$ cat config.mk
export PLATFORM = sky130hd
export DESIGN_NAME = disp_shift
export DESIGN_NICKNAME = d
export VERILOG_FILES = /design/src/rtl/types_pkg.sv /design/src/rtl/disp_pwm.sv /design/src/rtl/disp_shift.sv
export SDC_FILE = /design/constraint.sdc
export NUM_CORES = 1
export LEC_CHECK = 0
export ABC_CLOCK_PERIOD_IN_PS = 2100
export BUFFER_PORTS_ARGS = -buffer_cell sky130_fd_sc_hd__buf_4
export CELL_PAD_IN_SITES_DETAIL_PLACEMENT = 0
export CELL_PAD_IN_SITES_GLOBAL_PLACEMENT = 1
export CORE_ASPECT_RATIO = 0.75
export CORE_MARGIN = 2
export CORE_UTILIZATION = 44
export CTS_BUF_LIST = sky130_fd_sc_hd__clkbuf_8
export CTS_CLUSTER_SIZE = 30
export DETAILED_ROUTE_END_ITERATION = 10
export GPL_TIMING_DRIVEN = 0
export MAX_ROUTING_LAYER = met4
export PLACE_DENSITY = 0.79
export SLEW_MARGIN = 20
export SYNTH_ARGS = -nofsm -noshare
export SYNTH_HDL_FRONTEND = slang
export SYNTH_SLANG_ARGS = --single-unit
$ cat constraint.sdc
create_clock -name clk -period 2.1 [get_ports clk]
set_clock_uncertainty 0.05 [all_clocks]
set_input_delay 0.315 -clock clk [delete_from_list [all_inputs] [get_ports clk]]
set_output_delay 0.315 -clock clk [all_outputs]
set_load 0.005 [all_outputs]
$ cat src/rtl/types_pkg.sv
// Shared types for the display shifter: FSM state encoding and frame size.
// Latency: n/a (types and constants only).
// Backpressure: n/a.
package types_pkg;

    // Number of serial bits per display frame.
    localparam int DISP_BITS = 256;

    // One-hot so each state decodes from a single flop.
    typedef enum logic [5:0] {
        IDLE     = 6'b000001,
        CAPT     = 6'b000010,
        SHIFT_LO = 6'b000100,
        SHIFT_HI = 6'b001000,
        LATCH    = 6'b010000,
        DONE     = 6'b100000
    } disp_shift_t;

endpackage

$ cat src/rtl/disp_pwm.sv
// Brightness PWM for the driver output enable: 8-bit free-running counter.
// Latency: disp_oe_n reflects disp_ena/disp_bright one cycle later (registered).
// Backpressure: none; runs continuously.
// Ports: clk, rst_n (async active-low), disp_ena, disp_bright[7:0] in;
//        disp_oe_n out (active low, low while pwm_cnt < disp_bright).
module disp_pwm (
    input  logic       clk,
    input  logic       rst_n,
    input  logic       disp_ena,
    input  logic [7:0] disp_bright,
    output logic       disp_oe_n
);

    logic [7:0] pwm_cnt_q;
    logic       oe_n_q;

    always_ff @(posedge clk or negedge rst_n) begin
        if (!rst_n) begin
            pwm_cnt_q <= 8'd0;
            oe_n_q    <= 1'b1;
        end else begin
            pwm_cnt_q <= pwm_cnt_q + 8'd1;
            // bright=0 never enables; bright=255 enables 255 of 256 counts.
            oe_n_q    <= ~(disp_ena && (pwm_cnt_q < disp_bright));
        end
    end

    assign disp_oe_n = oe_n_q;

endmodule

$ cat src/rtl/disp_shift.sv
// Serial shifter for a 256-bit segment driver chain, one frame per ms tick.
// Latency: frame_done 2 + 512*CLK_DIV + LAT_CYC cycles after the tsc_1ppms cycle.
// Backpressure: none; a tick arriving while busy is dropped and flagged on overrun.
// Ports: clk, rst_n (async active-low), tsc_1ppms, disp_ena, disp_data[255:0],
//        disp_bright[7:0] in; disp_sclk, disp_sdo, disp_lat, disp_oe_n, busy,
//        frame_done, overrun out (all registered).
// Build option: define DISP_PWM_EN to drive disp_oe_n from a brightness PWM;
//        otherwise disp_oe_n is ~disp_ena delayed one cycle and disp_bright is unused.
module disp_shift
    import types_pkg::*;
#(
    parameter int CLK_DIV = 4,  // clk cycles per disp_sclk half-period (2..255)
    parameter int LAT_CYC = 4   // clk cycles disp_lat is held high
) (
    input  logic                 clk,
    input  logic                 rst_n,
    input  logic                 tsc_1ppms,
    input  logic                 disp_ena,
    input  logic [DISP_BITS-1:0] disp_data,
    input  logic [7:0]           disp_bright,
    output logic                 disp_sclk,
    output logic                 disp_sdo,
    output logic                 disp_lat,
    output logic                 disp_oe_n,
    output logic                 busy,
    output logic                 frame_done,
    output logic                 overrun
);

    localparam logic [7:0] DIV_LAST = 8'(CLK_DIV - 1);
    localparam logic [7:0] LAT_LAST = 8'(LAT_CYC - 1);

    disp_shift_t          state_q, state_d;
    logic [7:0]           div_q, div_d;
    logic [7:0]           bit_cnt_q, bit_cnt_d;
    logic [DISP_BITS-1:0] shadow_q, shadow_d;
    logic                 sclk_q, lat_q, busy_q, done_q, ovr_q;

    always_comb begin
        state_d   = state_q;
        div_d     = div_q;
        bit_cnt_d = bit_cnt_q;
        shadow_d  = shadow_q;
        unique case (state_q)
            IDLE: begin
                if (tsc_1ppms && disp_ena) begin
                    state_d = CAPT;
                end
            end
            CAPT: begin
                shadow_d  = disp_data;
                bit_cnt_d = 8'd0;
                div_d     = 8'd0;
                state_d   = SHIFT_LO;
            end
            SHIFT_LO: begin
                if (div_q == DIV_LAST) begin
                    div_d   = 8'd0;
                    state_d = SHIFT_HI;
                end else begin
                    div_d = div_q + 8'd1;
                end
            end
            SHIFT_HI: begin
                if (div_q == DIV_LAST) begin
                    div_d     = 8'd0;
                    // Shifting only here keeps disp_sdo stable across both halves.
                    shadow_d  = {shadow_q[DISP_BITS-2:0], 1'b0};
                    bit_cnt_d = bit_cnt_q + 8'd1;
                    state_d   = (bit_cnt_q == 8'hFF) ? LATCH : SHIFT_LO;
                end else begin
                    div_d = div_q + 8'd1;
                end
            end
            LATCH: begin
                if (div_q == LAT_LAST) begin
                    div_d   = 8'd0;
                    state_d = DONE;
                end else begin
                    div_d = div_q + 8'd1;
                end
            end
            DONE: begin
                state_d = IDLE;
            end
            default: begin
                state_d = IDLE;
            end
        endcase
    end

    // Outputs are registered from the next state so they line up with the state flops.
    always_ff @(posedge clk or negedge rst_n) begin
        if (!rst_n) begin
            state_q   <= IDLE;
            div_q     <= 8'd0;
            bit_cnt_q <= 8'd0;
            shadow_q  <= '0;
            sclk_q    <= 1'b0;
            lat_q     <= 1'b0;
            busy_q    <= 1'b0;
            done_q    <= 1'b0;
            ovr_q     <= 1'b0;
        end else begin
            state_q   <= state_d;
            div_q     <= div_d;
            bit_cnt_q <= bit_cnt_d;
            shadow_q  <= shadow_d;
            sclk_q    <= (state_d == SHIFT_HI);
            lat_q     <= (state_d == LATCH);
            busy_q    <= (state_d != IDLE);
            done_q    <= (state_d == DONE);
            // busy_q covers every non-IDLE state, DONE included.
            ovr_q     <= tsc_1ppms && busy_q;
        end
    end

    assign disp_sclk  = sclk_q;
    // Shadow MSB is itself a flop, so the serial data stays a registered output.
    assign disp_sdo   = shadow_q[DISP_BITS-1];
    assign disp_lat   = lat_q;
    assign busy       = busy_q;
    assign frame_done = done_q;
    assign overrun    = ovr_q;

`ifdef DISP_PWM_EN
    disp_pwm u_pwm (
        .clk        (clk),
        .rst_n      (rst_n),
        .disp_ena   (disp_ena),
        .disp_bright(disp_bright),
        .disp_oe_n  (disp_oe_n)
    );
`else
    logic oe_n_q;
    logic unused_bright;

    assign unused_bright = ^disp_bright;

    always_ff @(posedge clk or negedge rst_n) begin
        if (!rst_n) begin
            oe_n_q <= 1'b1;
        end else begin
            oe_n_q <= ~disp_ena;
        end
    end

    assign disp_oe_n = oe_n_q;
`endif

endmodule

==> summary.md, run 1 <==
| Metric | Value |
|---|---|
| Total number of H-tree levels | 2 |
| Total half-perimeter wirelength after legalization and detailed placement | about 23 mm |
| Worst Max-Slew Pin Slew | between 0.5 and 0.6 ns |
| Class of the tightest hold or removal check | primary input to register |
| Max Cap Viol | 0 |
| WL/cell | 18.2 um |
| Final worst setup slack | -0.0346 ns |
| Violations in the final reports | negative setup slack |
| Wire length of the first global-routing pass | 55.0 mm |
| Worst slew margin relative to its limit | 66.4% |
| Seq cells post-synth | 284 |
| Worst endpoint data arrival time | 2.53 ns |
| Leading area contributor after synthesis | sky130_fd_sc_hd__dfrtp_1 |
| Std cell rows | 59 |
| Result of the run | complete, but fails checks |
| Total of endpoints with negative setup slack in the final report | 133 |
| Clock-pin slew on the worst setup and hold paths | ~0.06 ns |
| Critical path peak fanout | 10 |
| Boundary Pins | 275 |
| Total gr overflow | 0 |
| Number of DRC violations after detailed routing | 0 |
| Via-to-Cell Ratio | approximately 5 |
| Ratio of cells with drive above 1 in the final layout | 67.1% |
| Period minus WS final | ~2.1 ns |
| Area of the core | 0.0350 mm2 |
| Mean instance size in the synthesized netlist | 16.3 um2 |
| Count of mapped cells out of synthesis | ~970 |
| Worst setup slack after placement | -0.540 ns |
| Antenna-violating nets left | 0 |
| Pwr per Cell Area | 893 mW/mm2 |
| Violation count after the first detailed-routing iteration | 337 |
| Cell variety after synth | 42 |
| Slowest cell on the critical path | sky130_fd_sc_hd__dfrtp_1 |
| Required @ worst endpoint | 2.50 ns |
| Count of clock tree sinks | 284 |
| Unrepaired setup endpoints after global routing | true |
| Summed area of non-filler cells in the final layout | 0.0210 mm2 |
| Maximum single-stage delay on the critical path | between 0.4 and 0.5 ns |
| Wirelength, routed | 34.3 mm |
| CTS tree | built |
| Cell Area, Placed | 0.0184 mm2 |
| Dominant combinational cell family by area after synthesis | multiplexers |
| CP Cell Sequence | nor3_4 > and3b_2 > buf_12 > clkbuf_16 > buf_12 > mux2_4 > mux2_4 |
| Total power after layout | ~19 mW |
| Multiplexer share of the synthesized area | 46.6% |
| Initial antenna violation count | 5 |
| Clock latency on the worst-skew pair | between 0.5 and 0.6 ns |
| Final Hold Fails | 0 |
| Kind of start point of the critical path | register |
| Maximum number of pins on one net before global-route repair | 93 |
| Element type at the critical path end | register |
| Post-Syn Nets | 1,235 |
| Top area cells in the synthesized netlist | sky130_fd_sc_hd__dfrtp_1 (45%), sky130_fd_sc_hd__mux2_4 (40%), sky130_fd_sc_hd__mux2_2 (6.7%) |
| Net count of the finished layout | between 1,500 and 2,000 |
| Netlist area before placement | 0.0158 mm2 |
| Total via count in the routed design | 9,168 |
| Sum of buffers and inverters on the critical path | 3 |
| Clock buffer count from CTS | 47 |
| Cell family with the largest share of critical-path delay | multiplexers |
| P&R area growth vs syn | 33.0% |
| Area share of the leading cell type in the synthesized netlist | 44.8% |
| Clock Tree Buf Depth | 3 |
| Clock root buffer | sky130_fd_sc_hd__clkbuf_8 |
| Synth Area in XOR/XNOR | 0.111% |
| Pins over their slew limit | 0 |
| Synth Area in Adders | less than 1% |
| Sequential fraction of the synthesis area | a little under half |
| Simple-gate area share of the yosys netlist | 2.63% |
| Last weighted congestion value of the routability-driven placer | about 0.76 |
| Buffers on Ports | between 200 and 300 |
| Overall fraction of global-route tracks in use | 18.7% |
| Die area | 0.0373 mm2 |
| Worst Setup Path Type | register to register |
| Die width | 222 um |
| Maximum operating frequency | 468 MHz |
| Initial core utilization | about 45% |
| Post-route clock period utilization | 102% |
| Share of the synthesized area in compound gates (AO/OA/AOI/OAI) | 1.20% |
| Vias in the first global route | 9,984 |
| Warnings, synthesis | 0 |
| Worst-case vdd ir drop | about 0.0008 V |
| First-pass iteration count of the detailed router | 4 |
| Static leakage | 9.84 nW |
| Vertical extent of the die | about 170 um |
-- cell usage in the layout, fill, tap and decap left out, types with 3 or more instances in the layout --
cell type / n
sky130_fd_sc_hd__a211o_1: 3
sky130_fd_sc_hd__a21oi_1: 8
sky130_fd_sc_hd__and3_1: 10
sky130_fd_sc_hd__buf_12: 27
sky130_fd_sc_hd__buf_16: 3
sky130_fd_sc_hd__buf_2: 4
sky130_fd_sc_hd__buf_4: 278
sky130_fd_sc_hd__buf_6: 4
sky130_fd_sc_hd__buf_8: 24
sky130_fd_sc_hd__clkbuf_16: 8
sky130_fd_sc_hd__clkbuf_8: 69
sky130_fd_sc_hd__clkinv_2: 5
sky130_fd_sc_hd__dfrtp_1: 280
sky130_fd_sc_hd__diode_2: 5
sky130_fd_sc_hd__dlygate4sd3_1: 79
sky130_fd_sc_hd__inv_1: 14
sky130_fd_sc_hd__mux2_2: 94
sky130_fd_sc_hd__mux2_4: 417
sky130_fd_sc_hd__nand2_1: 6
sky130_fd_sc_hd__nand3_1: 17
sky130_fd_sc_hd__nor2_1: 7
sky130_fd_sc_hd__nor3_1: 4
sky130_fd_sc_hd__o21ai_0: 5
sky130_fd_sc_hd__o31ai_1: 6
sky130_fd_sc_hd__or4_1: 7
-- per-stage QoR --
stage / utilization [%] / hold slack, ns / setup TNS (ns) / cells
finish: 59.9 / 0.0559 / -1.89 / 1881
global route: 59.9 / 0.00879 / -18.59 / 1881
CTS: 58.9 / 0.000397 / -1.67 / 1866
detailed placement: 52.6 / 0.221 / -129.80 / 1691
global placement: 52.4 / 0.394 / -677.65 / 1688
floorplan: - / -0.0306 / 0 / 965
-- path summary, 6_finish.rpt --
path	cells past startpoint	from	end	slack, ns
max	7	state_q[1]	shadow_q[65]	-0.03
min	3	disp_data[70]	shadow_q[70]	0.06
max reg2reg	7	state_q[1]	shadow_q[65]	-0.03
min reg2reg	1	shadow_q[245]	shadow_q[245]	0.45
max in group asynchronous	4	rst_n	shadow_q[89]	0.60
min in group asynchronous	2	rst_n	shadow_q[187]	0.21
-- logic make-up after synthesis --
| group | count (synthesis) |
|---|---|
| buffers and inverters | 67 |
| adders and majority gates | 2 |
| xor gates and xnor gates | 2 |
| AOI/OAI and AO/OA | 28 |
| and+or+nand+nor | 69 |
| DFF | 284 |
| muxes | 513 |
-- area by class of cell --
| cell class | count | area (um2) |
|---|---|---|
| fillers | 2695 | 14000 |
| multi-input cells | 614 | 8020 |
| flip-flops and latches | 284 | 7110 |
| repair buffers | 370 | 3200 |
| clock buffers | 69 | 950 |
| plain buffers | 61 | 950 |
| well taps | 457 | 572 |
| clock inverters | 17 | 123 |
| inverters | 4 | 15.0 |
| diodes | 5 | 12.5 |
-- Yosys cell counts --
cell	instances
sky130_fd_sc_hd__nand2b_1	1
sky130_fd_sc_hd__dfstp_2	2
sky130_fd_sc_hd__o21ai_0	5
sky130_fd_sc_hd__and3b_1	1
sky130_fd_sc_hd__o21ai_2	1
sky130_fd_sc_hd__a21oi_1	8
sky130_fd_sc_hd__inv_1	4
sky130_fd_sc_hd__and3_1	10
sky130_fd_sc_hd__mux2i_1	2
sky130_fd_sc_hd__buf_6	47
sky130_fd_sc_hd__buf_2	6
sky130_fd_sc_hd__or2_2	1
sky130_fd_sc_hd__buf_8	3
sky130_fd_sc_hd__nor3_1	4
sky130_fd_sc_hd__a211o_1	3
sky130_fd_sc_hd__nor4_2	1
sky130_fd_sc_hd__o31ai_1	6
sky130_fd_sc_hd__and4_1	2
sky130_fd_sc_hd__mux2_2	94
sky130_fd_sc_hd__ha_1	2
sky130_fd_sc_hd__dfrtp_1	282
sky130_fd_sc_hd__mux2_4	417
sky130_fd_sc_hd__o211a_1	1
sky130_fd_sc_hd__or3_1	1
sky130_fd_sc_hd__nand3_1	18
sky130_fd_sc_hd__and2_1	2
sky130_fd_sc_hd__nor2_1	7
sky130_fd_sc_hd__clkbuf_2	1
sky130_fd_sc_hd__nor2b_1	3
sky130_fd_sc_hd__nor2b_4	1
sky130_fd_sc_hd__nand3b_1	2
sky130_fd_sc_hd__clkbuf_1	3
sky130_fd_sc_hd__a22o_1	1
sky130_fd_sc_hd__o221ai_1	1
sky130_fd_sc_hd__nor3_4	1
sky130_fd_sc_hd__or4_1	7
sky130_fd_sc_hd__nand2_2	1
sky130_fd_sc_hd__xor2_1	2
sky130_fd_sc_hd__nand2_1	6
sky130_fd_sc_hd__buf_4	3
sky130_fd_sc_hd__a31o_2	1
sky130_fd_sc_hd__o211ai_1	1
-- timing repair --
item | in CTS | in global routing
hold buffers | 79 | 0
gates cloned | 0 | 8
resized for setup | 61 | 25
pin swaps | 5 | 5
endpoints found under the hold margin | 137 | 0
setup endpoints to repair | 257 | 253
setup buffers | 10 | 4
-- routing by layer --
metal | GRT usage (%) | wire length, um | up-vias
met5 | - | 0 | -
met4 | 4.67 | 558 | 0
met3 | 4.55 | 1960 | 48
met2 | 26.8 | 15000 | 201
met1 | 26.7 | 16800 | 4557
li1 | - | - | 4362
-- where the power goes --
part | switching (mW) | internal [mW] | leakage [nW]
Clock | 2.27 | 3.14 | 0.597
Combinational | 0.997 | 3.38 | 5.73
Sequential | 1.25 | 7.67 | 3.51
-- flip-flops by register name (all words and copies together), names as in the netlist --
| signal | cells |
|---|---|
| disp_lat | 1 |
| frame_done | 1 |
| disp_sclk | 1 |
| div_q | 8 |
| state_q | 6 |
| shadow_q | 256 |
| disp_oe_n | 1 |
| busy | 1 |
| bit_cnt_q | 8 |
| overrun | 1 |
-- tightest hold or removal path: stages --
cell	delay, ns
sky130_fd_sc_hd__buf_4	0.08
sky130_fd_sc_hd__mux2_4	0.13
sky130_fd_sc_hd__mux2_4	0.13
No activity file was read; power rests on OpenSTA's default activity.
==> run 2: changes to the inputs <==
--- a/config.mk
+++ b/config.mk
@@ -6,10 +6,9 @@
 export NUM_CORES = 1
 export LEC_CHECK = 0
 export ABC_CLOCK_PERIOD_IN_PS = 2100
-export BUFFER_PORTS_ARGS = -buffer_cell sky130_fd_sc_hd__buf_4
+export BUFFER_PORTS_ARGS = -buffer_cell sky130_fd_sc_hd__buf_2
 export CELL_PAD_IN_SITES_DETAIL_PLACEMENT = 0
 export CELL_PAD_IN_SITES_GLOBAL_PLACEMENT = 1
-export CORE_ASPECT_RATIO = 0.75
 export CORE_MARGIN = 2
 export CORE_UTILIZATION = 44
 export CTS_BUF_LIST = sky130_fd_sc_hd__clkbuf_8
==> run 2 against run 1 <==
Net effect: the flow still finishes with violations (negative setup slack); die area barely moved; global-route usage rose by 2.1 points; cell count rose by 9.5%; highest routed layer unchanged; utilization rose by 2.3 points; setup slack improved by 0.011 ns; sequential cell count did not move; register-to-register slack barely moved.
==> summary.md, run 2 (synthesized netlist as in run 1, its figures left out) <==
| Metric | Value |
|---|---|
| P&R area growth vs syn | 39.7% |
| Antenna-violating nets left | 0 (unchanged) |
| Class of the tightest hold or removal check | primary input to register |
| Clock latency on the worst-skew pair | 0.62 ns (+0.04 ns) |
| Worst-case vdd ir drop | 0.000689 V (-12%) |
| Area of the core | 0.0354 mm2 (+1.2%) |
| Die width | 193 um (-13%) |
| Total number of H-tree levels | 2 (unchanged) |
| Final worst setup slack | -0.0235 ns (+0.0111 ns) |
| Required @ worst endpoint | 2.53 ns (+0.03 ns) |
| Kind of start point of the critical path | register |
| Buffers on Ports | 266 (unchanged) |
| Count of clock tree sinks | 284 (unchanged) |
| Last weighted congestion value of the routability-driven placer | 0.791 (+4.0%) |
| Worst slew margin relative to its limit | 47.7% (-19 points) |
| Result of the run | complete, but fails checks |
| Critical path peak fanout | 9 (-1) |
| Clock Tree Buf Depth | 3 (unchanged) |
| Vertical extent of the die | 193 um (+15%) |
| Clock root buffer | sky130_fd_sc_hd__clkbuf_8 |
| Clock buffer count from CTS | 50 (+6.4%) |
| Overall fraction of global-route tracks in use | 20.9% (+2.1 points) |
| Element type at the critical path end | register |
| Fill cell total of the finished layout | 2,574 (-4.5%) |
| Violations in the final reports | negative setup slack |
| Total power after layout | 18.7 mW (+0.17%) |
| WL/cell | 18.9 um (+3.5%) |
| Wirelength, routed | 38.8 mm (+13%) |
| Commonest non-fill, non-tap cell in the layout | sky130_fd_sc_hd__mux2_4 |
| Violation count after the first detailed-routing iteration | 291 (-14%) |
| Detailed-routed wire length on met2 | 18.9 mm (+26%) |
| Wire length of the first global-routing pass | 61.7 mm (+12%) |
| Ratio of cells with drive above 1 in the final layout | 59.4% (-7.7 points) |
| Max Cap Viol | 0 (unchanged) |
| Die area | 0.0373 mm2 (about the same) |
| Most used cells in the layout excluding fill and tap cells | sky130_fd_sc_hd__mux2_4 (417), sky130_fd_sc_hd__dfrtp_1 (280), sky130_fd_sc_hd__buf_2 (266), sky130_fd_sc_hd__dlygate4sd3_1 (253), sky130_fd_sc_hd__mux2_2 (94) |
| Met3 Routed Length | 1.81 mm (-7.5%) |
| Register ranked first by flip-flop count | shadow_q |
| Worst Max-Slew Pin Slew | 0.781 ns (+0.277 ns) |
| Number of DRC violations after detailed routing | 0 (unchanged) |
| Maximum operating frequency | 471 MHz (+0.52%) |
| Total via count in the routed design | 10,100 (+10%) |
| Unrepaired setup endpoints after global routing | true |
| First-pass iteration count of the detailed router | 6 (+2) |
| Via-to-Cell Ratio | 4.92 (+0.88%) |
| Pwr per Cell Area | 852 mW/mm2 (-4.6%) |
| Std cell rows | 69 (+17%) |
| Maximum number of pins on one net before global-route repair | 86 (-7.5%) |
| Met1 Wirelength | 17.1 mm (+2.3%) |
| Net count of the finished layout | 1,829 (+11%) |
| Pins over their slew limit | 0 (unchanged) |
| Max FFs per register | 256 (unchanged) |
| Total gr overflow | 0 (unchanged) |
| Period minus WS final | 2.12 ns (-0.0111 ns) |
| Vias in the first global route | 11,400 (+14%) |
| Initial antenna violation count | 2 (-3) |
| Worst Setup Path Type | register to register |
| Largest registers | shadow_q: 256 flops, bit_cnt_q: 8 flops, div_q: 8 flops |
| Total half-perimeter wirelength after legalization and detailed placement | 22.4 mm (-1.2%) |
| CTS tree | built |
| Boundary Pins | 275 (unchanged) |
| Initial core utilization | 44.5% (-0.52 points) |
| Highest routing layer actually used | met4 |
| Clock-pin slew on the worst setup and hold paths | 0.06 ns (about the same) |
| Total of endpoints with negative setup slack in the final report | 69 (-48%) |
| Worst endpoint data arrival time | 2.56 ns (+0.03 ns) |
| Post-route clock period utilization | 101% (-0.53 points) |
| Worst setup slack after placement | -0.423 ns (+0.117 ns) |
| Final Hold Fails | 0 (unchanged) |
| Static leakage | 10.3 nW (+5.1%) |
## run 2: where the power goes
group / switching [mW] / internal (mW)
sequential: 1.32 / 7.67
clock: 2.40 / 2.76
combinational: 1.13 / 3.46
## run 2: layout make-up
cell class / count / area, um2 / share of cell area (%)
antenna: 2 / 5.00 / 0.0227
sequential: 284 / 7110 / 32.3
multi-input combinational: 614 / 8030 / 36.5
inverter: 4 / 15.0 / 0.0682
timing repair buffer: 543 / 4280 / 19.4
clock buffer: 65 / 895 / 4.07
buffer: 62 / 986 / 4.48
tap: 461 / 577 / 2.62
clock inverter: 25 / 104 / 0.472
## run 2: worst max-delay path: stages, from the launching register on
cell and delay [ns]:
sky130_fd_sc_hd__dfrtp_2 0.45, sky130_fd_sc_hd__nor2b_4 0.19, sky130_fd_sc_hd__and3b_2 0.21, sky130_fd_sc_hd__buf_12 0.16, sky130_fd_sc_hd__buf_12 0.18, sky130_fd_sc_hd__clkbuf_16 0.17
sky130_fd_sc_hd__mux2_4 0.30, sky130_fd_sc_hd__mux2_4 0.26
## run 2: repair_timing
item	in CTS	in global routing
buffers inserted	6	6
pin swaps	4	4
endpoints found under the setup margin	257	250
endpoints found under the hold margin	396	0
gates cloned	0	9
gates resized for setup	47	50
hold buffers	253	0
## run 2: worst paths after layout
| kind | from | endpoint | slack [ns] | cells after the start |
|---|---|---|---|---|
| hold / removal | disp_data[2] | shadow_q[2] | 0.04 | 3 |
| setup / recovery | state_q[3] | shadow_q[183] | -0.02 | 7 |
| hold reg to reg | shadow_q[236] | shadow_q[236] | 0.45 | 1 |
| max in group asynchronous | rst_n | shadow_q[58] | 0.75 | 4 |
| min in group asynchronous | rst_n | shadow_q[207] | 0.15 | 2 |
| setup reg to reg | state_q[3] | shadow_q[183] | -0.02 | 7 |
## run 2: per-layer routing
layer / vias up / global-route usage, %
met5: - / -
met4: 0 / 6.98
met3: 76 / 3.92
met2: 263 / 32.7
met1: 5079 / 27.3
li1: 4711 / -
## run 2: per-stage QoR
step | instances | cell area [um2] | TNS (ns) | hold slack, ns | utilization [%]
after floorplan | 965 | 15800 | 0 | -0.0306 | -
after global routing | 2060 | 22000 | -9.11 | 0.0297 | 62.2
after detailed placement | 1695 | 17800 | -98.54 | 0.203 | 50.2
final | 2060 | 22000 | -0.597 | 0.0356 | 62.2
after CTS | 2044 | 21500 | -1.24 | 0.000573 | 60.8
after global placement | 1692 | 17700 | -1486.35 | 0.417 | 49.9
